`src/rtl/lcd_receiver_if.sv`:
```
// Panel-side HD44780 8-bit bus: enable strobe, register select, read/write and data.
// The driver owns the master modport; the receiver listens through the slave modport.
interface lcd_receiver_if;
  logic       en;
  logic       rs;
  logic       rw;
  logic [7:0] D;

  modport master (output en, output rs, output rw, output D);
  modport slave  (input  en, input  rs, input  rw, input  D);
endinterface

```
`src/rtl/lcd_receiver.sv`:
```
// HD44780-compatible receiver: synchronizes the LCD bus, decodes commands and data writes,
// and mirrors the 32-byte DDRAM as a packed screen image.
module lcd_receiver #(
  parameter int         SYNC_STAGES = 2,
  parameter logic [7:0] CLEAR_CHAR  = 8'h20
) (
  input  logic           clock,
  input  logic           reset_n,
  lcd_receiver_if.slave  bus,
  output logic [255:0]   message_out,
  output logic [6:0]     ac,
  output logic           display_on,
  output logic           cursor_on,
  output logic           blink_on,
  output logic           increment,
  output logic           initialized,
  output logic           busy,
  output logic           overrun,
  output logic           write_strobe
);

  localparam int LAST = SYNC_STAGES - 1;

  typedef enum logic [1:0] {
    IDLE  = 2'd0,
    EXEC  = 2'd1,
    CLEAR = 2'd2
  } state_t;

  logic [SYNC_STAGES-1:0] en_sync_q;
  logic [SYNC_STAGES-1:0] rs_sync_q;
  logic [SYNC_STAGES-1:0] rw_sync_q;
  logic [7:0]             d_sync_q [SYNC_STAGES];
  logic                   en_prev_q;

  state_t      state_q;
  logic        cmd_rs_q;
  logic [7:0]  cmd_d_q;
  logic [7:0]  ddram_q [32];
  logic [6:0]  ac_q;
  logic [4:0]  clr_cnt_q;
  logic        display_on_q;
  logic        cursor_on_q;
  logic        blink_on_q;
  logic        increment_q;
  logic        initialized_q;
  logic        busy_q;
  logic        overrun_q;
  logic        write_strobe_q;

  logic        strobe_s;
  logic [6:0]  ac_step_d;

  // Two-line address map: line 1 ends at 0x27, line 2 spans 0x40..0x67.
  function automatic logic [6:0] ac_step(input logic [6:0] a, input logic up);
    logic [6:0] r;
    if (up) begin
      if (a == 7'h27)      r = 7'h40;
      else if (a == 7'h67) r = 7'h00;
      else                 r = a + 7'd1;
    end else begin
      if (a == 7'h40)      r = 7'h27;
      else if (a == 7'h00) r = 7'h67;
      else                 r = a - 7'd1;
    end
    return r;
  endfunction

  function automatic logic ddram_hit(input logic [6:0] a);
    return (a[6:4] == 3'b000) || (a[6:4] == 3'b100);
  endfunction

  function automatic logic [4:0] ddram_index(input logic [6:0] a);
    return {a[6], a[3:0]};
  endfunction

  // Bus synchronizer chain plus the delayed enable used for falling-edge detection.
  always_ff @(posedge clock or negedge reset_n) begin
    if (!reset_n) begin
      en_sync_q <= '0;
      rs_sync_q <= '0;
      rw_sync_q <= '0;
      en_prev_q <= 1'b0;
      for (int i = 0; i < SYNC_STAGES; i++) d_sync_q[i] <= 8'h00;
    end else begin
      en_sync_q[0] <= bus.en;
      rs_sync_q[0] <= bus.rs;
      rw_sync_q[0] <= bus.rw;
      d_sync_q[0]  <= bus.D;
      for (int i = 1; i < SYNC_STAGES; i++) begin
        en_sync_q[i] <= en_sync_q[i-1];
        rs_sync_q[i] <= rs_sync_q[i-1];
        rw_sync_q[i] <= rw_sync_q[i-1];
        d_sync_q[i]  <= d_sync_q[i-1];
      end
      en_prev_q <= en_sync_q[LAST];
    end
  end

  // Read strobes are not strobes at all as far as state and overrun are concerned.
  always_comb begin
    strobe_s  = en_prev_q & ~en_sync_q[LAST] & ~rw_sync_q[LAST];
    ac_step_d = ac_step(ac_q, increment_q);
  end

  // Control FSM: latch, execute, and the 32-cycle clear sweep.
  always_ff @(posedge clock or negedge reset_n) begin
    if (!reset_n) begin
      state_q        <= IDLE;
      cmd_rs_q       <= 1'b0;
      cmd_d_q        <= 8'h00;
      ac_q           <= 7'h00;
      clr_cnt_q      <= 5'd0;
      display_on_q   <= 1'b0;
      cursor_on_q    <= 1'b0;
      blink_on_q     <= 1'b0;
      increment_q    <= 1'b1;
      initialized_q  <= 1'b0;
      busy_q         <= 1'b0;
      overrun_q      <= 1'b0;
      write_strobe_q <= 1'b0;
      for (int k = 0; k < 32; k++) ddram_q[k] <= CLEAR_CHAR;
    end else begin
      write_strobe_q <= 1'b0;
      case (state_q)
        IDLE: begin
          if (strobe_s) begin
            cmd_rs_q <= rs_sync_q[LAST];
            cmd_d_q  <= d_sync_q[LAST];
            state_q  <= EXEC;
          end else begin
            state_q  <= IDLE;
          end
        end
        EXEC: begin
          state_q <= IDLE;
          if (strobe_s) overrun_q <= 1'b1;
          else          overrun_q <= overrun_q;
          if (cmd_rs_q) begin
            if (ddram_hit(ac_q)) begin
              ddram_q[ddram_index(ac_q)] <= cmd_d_q;
              write_strobe_q             <= 1'b1;
            end else begin
              write_strobe_q             <= 1'b0;
            end
            ac_q <= ac_step_d;
          end else begin
            casez (cmd_d_q)
              8'b1???????: ac_q <= cmd_d_q[6:0];
              8'b01??????: ac_q <= ac_q;
              8'b001?????: initialized_q <= 1'b1;
              8'b0001????: begin
                if (!cmd_d_q[3]) ac_q <= ac_step(ac_q, cmd_d_q[2]);
                else             ac_q <= ac_q;
              end
              8'b00001???: begin
                display_on_q <= cmd_d_q[2];
                cursor_on_q  <= cmd_d_q[1];
                blink_on_q   <= cmd_d_q[0];
              end
              8'b000001??: increment_q <= cmd_d_q[1];
              8'b0000001?: ac_q <= 7'h00;
              8'b00000001: begin
                state_q   <= CLEAR;
                busy_q    <= 1'b1;
                clr_cnt_q <= 5'd0;
              end
              default: ac_q <= ac_q;
            endcase
          end
        end
        CLEAR: begin
          ddram_q[clr_cnt_q] <= CLEAR_CHAR;
          if (strobe_s) overrun_q <= 1'b1;
          else          overrun_q <= overrun_q;
          if (clr_cnt_q == 5'd31) begin
            ac_q        <= 7'h00;
            increment_q <= 1'b1;
            busy_q      <= 1'b0;
            state_q     <= IDLE;
          end else begin
            clr_cnt_q   <= clr_cnt_q + 5'd1;
          end
        end
        default: begin
          state_q <= IDLE;
          busy_q  <= 1'b0;
        end
      endcase
    end
  end

  // Screen image is a plain concatenation of the DDRAM bytes, line 1 in the low half.
  always_comb begin
    message_out = '0;
    for (int k = 0; k < 32; k++) message_out[8*k +: 8] = ddram_q[k];
  end

  assign ac           = ac_q;
  assign display_on   = display_on_q;
  assign cursor_on    = cursor_on_q;
  assign blink_on     = blink_on_q;
  assign increment    = increment_q;
  assign initialized  = initialized_q;
  assign busy         = busy_q;
  assign overrun      = overrun_q;
  assign write_strobe = write_strobe_q;

endmodule
```
`src/flat_wrapper.sv`:
```
// flat-port wrapper written by rule: the top's interface ports become plain ports
module lcd_receiver_flat 
#(
  parameter int         SYNC_STAGES = 2,
  parameter logic [7:0] CLEAR_CHAR  = 8'h20
)
  (clock, reset_n, message_out, ac, display_on, cursor_on, blink_on, increment, initialized, busy, overrun, write_strobe, bus_en, bus_rs, bus_rw, bus_D);
  lcd_receiver_if bus_i ();
  input  logic clock;
  input  logic reset_n;
  output logic [255:0] message_out;
  output logic [6:0] ac;
  output logic display_on;
  output logic cursor_on;
  output logic blink_on;
  output logic increment;
  output logic initialized;
  output logic busy;
  output logic overrun;
  output logic write_strobe;
  input wire logic [$bits(bus_i.en)-1:0] bus_en;
  input wire logic [$bits(bus_i.rs)-1:0] bus_rs;
  input wire logic [$bits(bus_i.rw)-1:0] bus_rw;
  input wire logic [$bits(bus_i.D)-1:0] bus_D;
  assign bus_i.en = bus_en;
  assign bus_i.rs = bus_rs;
  assign bus_i.rw = bus_rw;
  assign bus_i.D = bus_D;
  lcd_receiver #(.SYNC_STAGES(SYNC_STAGES), .CLEAR_CHAR(CLEAR_CHAR)) u_core (.clock(clock), .reset_n(reset_n), .bus(bus_i), .message_out(message_out), .ac(ac), .display_on(display_on), .cursor_on(cursor_on), .blink_on(blink_on), .increment(increment), .initialized(initialized), .busy(busy), .overrun(overrun), .write_strobe(write_strobe));
endmodule
```
`config.mk`:
```
export PLATFORM = sky130hd
export DESIGN_NAME = lcd_receiver_flat
export DESIGN_NICKNAME = d
export VERILOG_FILES = /design/src/rtl/lcd_receiver_if.sv /design/src/rtl/lcd_receiver.sv /design/src/flat_wrapper.sv
export SDC_FILE = /design/constraint.sdc
export NUM_CORES = 1
export LEC_CHECK = 0
export ABC_AREA = 0
export CAP_MARGIN = 40
export CORE_ASPECT_RATIO = 2
export CORE_MARGIN = 5
export CORE_UTILIZATION = 56
export CTS_BUF_LIST = sky130_fd_sc_hd__clkbuf_8
export CTS_CLUSTER_DIAMETER = 150
export DETAILED_ROUTE_END_ITERATION = 10
export PLACE_DENSITY = 0.85
export RECOVER_POWER = 25
export SETUP_SLACK_MARGIN = 0.3
export SLEW_MARGIN = 30
export SYNTH_ARGS = -nofsm -noshare
export SYNTH_HDL_FRONTEND = slang
export SYNTH_SLANG_ARGS = --single-unit
```
`constraint.sdc`:
```
create_clock -name clock -period 5.3 [get_ports clock]
set_input_delay 1.06 -clock clock [delete_from_list [all_inputs] [get_ports clock]]
set_output_delay 1.06 -clock clock [all_outputs]
set_load 0.005 [all_outputs]
```
==> impl_metrics.ini <==
[critical_path]
rrSetupSlack_ns = 2.56
critPathMaxFanout = 26
arrival_ns = 2.16
critPathBufInv = 1
path_delay_family = flip-flops
crit_path_start_kind = flip-flop
crit_chain = clkdlybuf4s50_1
cp-end-kind = primary output
crit_slowest_cell = dfrtp_1
worst-setup-path-type = reg -> out
cp_slowest_stage_delay_ns = 0.91
required_ns = 4.24

[synth]
synth_cell_types = 66
yosys_warnings = 0
synthAdderAreaFrac_pct = 1.30
seq_area_frac_synth_pct = 62.5
synth_top_family_by_area = compound AO/OA/AOI/OAI gates
synthMuxAreaShare_pct = 1.13
synthFlopType = dfrtp_1
syn_inst = 1010
synth_area_mm2 = 0.0125
synth-simple-area-share_pct = 7.85
synthArstFlopShare_pct = 100
synth-xor-area-share_pct = 0.351
synth-seq-cells = 310
synth_compound_area_share_pct = 24.1
synth_nets = 1036
synth.avg_cell_area_um2 = 12.4
synth-edff-count = 0

[grt]
antenna_found_initial = 0
grt_pass1_vias = 11000
gr-total-overflow = 0
grt_pass1_wl_um = 63100
grt_use_total_pct = 31.9
grt_max_degree = 112

[clocking]
cts.htree.levels = 2
path_clk_slew_ns = 0.08
cts_buffer_depth = 3
hold_buffers = 0
cts_resized = 0
cts_made_buffers = 43
cts_tree = done
post_cts_buffers = 0
cts_root_buf = clkbuf_8
clock_sinks = 310
clk_latency_ns = 0.58

[power_and_ir_drop]
sw_frac_of_total_pct = 32.1
p_leak_nw = 7.16
pwr-share-clk_pct = 25.4
p_switching_mw = 2.40
seq_power_share_pct = 45.1
internal_power_mw = 5.06
comb_power_share_pct = 29.5
ir_drop_uv = 339
pwr_density_cell_mw_per_mm2 = 453

[route]
num_vias = 10300
via_per_inst = 6.50
routed_wire_length_per_instance_um = 25.6
drtAntennaViolNets = 0
drt_iter0_drc = 1157
drtPass1Iterations = 5
wl_um = 40800
post-route-drc-count = 0

[placement]
port_buffers = 283
place.gp.congestion = 0.914
post-dp-hpwl_um = 28100

[die]
dieArea_mm2 = 0.0256
fp-row-count = 77
die_w_um = 116
ios = 284
coreArea_mm2 = 0.0221
start_util_pct = 56.6
die_h_um = 221

[timing]
rsz0062_at_grt = no
worst_pin_slew_ns = 2.39
max_freq_mhz = 310
relSlewSlack_pct = -59.6
final_hold_viol_count = 0
tns_ns = 0
fin_crit_ns = 3.22
fin_worst_skew_ns = 0.0437
post-route-period-util_pct = 60.8
setup_viol = 0
hold_slack_ns = 0.342
final_max_slew_viol_count = 94

[layout]
finish.net_count = 1308
syn_to_final_growth_pct = 32.0
diodes = 0
drive_gt1_share_pct = 11.3

[job]
drv_cap = 1

[run_status]
status = complete, but fails checks
failed_checks = max-capacitance violations, max-slew violations

[hold_path]
worstHoldPathType = reg -> reg
==> layout by cell type, fill, tap and decap left out, drive strengths merged, types with 11 or more instances in the layout <==
master         synthesis  routed
a21oi                 74      74
a22o                 225     225
buf                   17      11
clkbuf                50      55
clkdlybuf4s50          0     271
dfrtp                277     277
dfstp                 33      33
dlygate4sd3            0      11
ha                    13      13
inv                   17      33
nand2                 71      71
nand3                 12      12
nor2                  46      46
o21ai                 14      14
o22ai                 30      30
or3                   11      11
==> registers in the layout, summed over array words and instances (netlist names), 2 cells and up <==
signal,flops
u_core.message_out,256
u_core.d_sync_q,16
u_core.cmd_d_q,8
u_core.ac,7
u_core.clr_cnt_q,5
u_core.en_sync_q,2
u_core.rs_sync_q,2
u_core.rw_sync_q,2
u_core.state_q,2
==> through the flow <==
step	power [mW]	setup slack [ns]	area, um2	cells	utilization (%)
2_1_floorplan	4.16	3.13	12500	1010	-
3_3_place_gp	5.47	2.64	15500	1507	70.1
3_5_place_dp	5.56	2.60	15600	1511	70.6
4_1_cts	7.46	2.12	16500	1590	74.6
5_1_grt	7.76	1.95	16500	1592	74.7
6_report	7.46	2.08	16500	1592	74.7
==> cells by family (layout without fill, tap and decap cells) <==
kind of cell	Yosys count	in the layout
AND/OR/NAND/NOR	194	194
XOR/XNOR	5	5
adder cells (fa/ha/maj)	13	13
buffers and inverters	86	392
flip-flops	310	310
multiplexers	13	13
AO/OA/AOI/OAI	389	389
==> cell type report <==
| type | instances | area (um2) |
|---|---|---|
| Clock buffer | 54 | 743 |
| Clock inverter | 25 | 143 |
| Inverter | 19 | 72.6 |
| Timing Repair Buffer | 294 | 3020 |
| Tap cell | 276 | 345 |
| Multi-Input combinational cell | 614 | 4340 |
| Sequential cell | 310 | 7810 |
| Fill cell | 1436 | 5590 |
==> Yosys cell counts, drive strengths merged (2+ instances only) <==
master | number | area share (%)
mux2i | 4 | 0.32
a211o | 3 | 0.21
o32ai | 4 | 0.28
nand2 | 71 | 2.2
clkbuf | 50 | 1.5
a311oi | 3 | 0.21
nor2 | 46 | 1.5
mux2 | 9 | 0.81
or4b | 2 | 0.16
ha | 13 | 1.3
or3b | 3 | 0.23
clkinv | 2 | 0.060
dfrtp | 277 | 56
and2 | 3 | 0.15
a22oi | 2 | 0.12
nand2b | 10 | 0.50
o22a | 2 | 0.14
xor2 | 2 | 0.14
a22o | 225 | 16
o21ai | 14 | 0.56
a21oi | 74 | 3.1
xnor2 | 3 | 0.21
nor3 | 5 | 0.24
a211oi | 7 | 0.46
and3 | 6 | 0.30
o22ai | 30 | 1.5
nand4 | 5 | 0.25
dfstp | 33 | 6.9
nand3 | 12 | 0.48
o211ai | 3 | 0.18
nor3b | 5 | 0.30
a32oi | 2 | 0.14
nor4b | 2 | 0.24
or2 | 2 | 0.10
o311ai | 3 | 0.21
buf | 17 | 0.70
or3 | 11 | 0.55
inv | 17 | 0.51
o31ai | 5 | 0.34
nor2b | 6 | 0.30
a221o | 2 | 0.16
nor4 | 2 | 0.10
a2111oi | 2 | 0.14
==> routing by layer <==
metal	vias up	routed length, um	track usage [%]
met5	-	0	0
met4	0	2610	18.8
met3	155	3090	5.44
met2	619	21300	55.2
met1	5209	13800	36.2
li1	4366	-	-
==> final timing paths <==
check	cells past startpoint	to	from
max reg2reg	7	u_core.message_out[131]	u_core.ac[0]
min	0	u_core.d_sync_q[1]	u_core.d_sync_q[9]
max	1	ac[3]	u_core.ac[3]
max in group asynchronous	1	u_core.cmd_d_q[4]	reset_n
min in group asynchronous	1	u_core.ac[4]	reset_n
min reg2reg	0	u_core.d_sync_q[1]	u_core.d_sync_q[9]
==> power groups by stage <==
| stage | Sequential [mW] | Combinational (mW) | Clock (mW) |
|---|---|---|---|
| after floorplan | 3.18 | 0.979 | 0 |
| after global placement | 3.43 | 2.04 | 0 |
| after detailed placement | 3.39 | 2.17 | 0 |
| after CTS | 3.36 | 2.19 | 1.91 |
| after global routing | 3.41 | 2.34 | 2.02 |
| final | 3.36 | 2.20 | 1.89 |
Note: power is estimated with default switching activity, not from simulation.
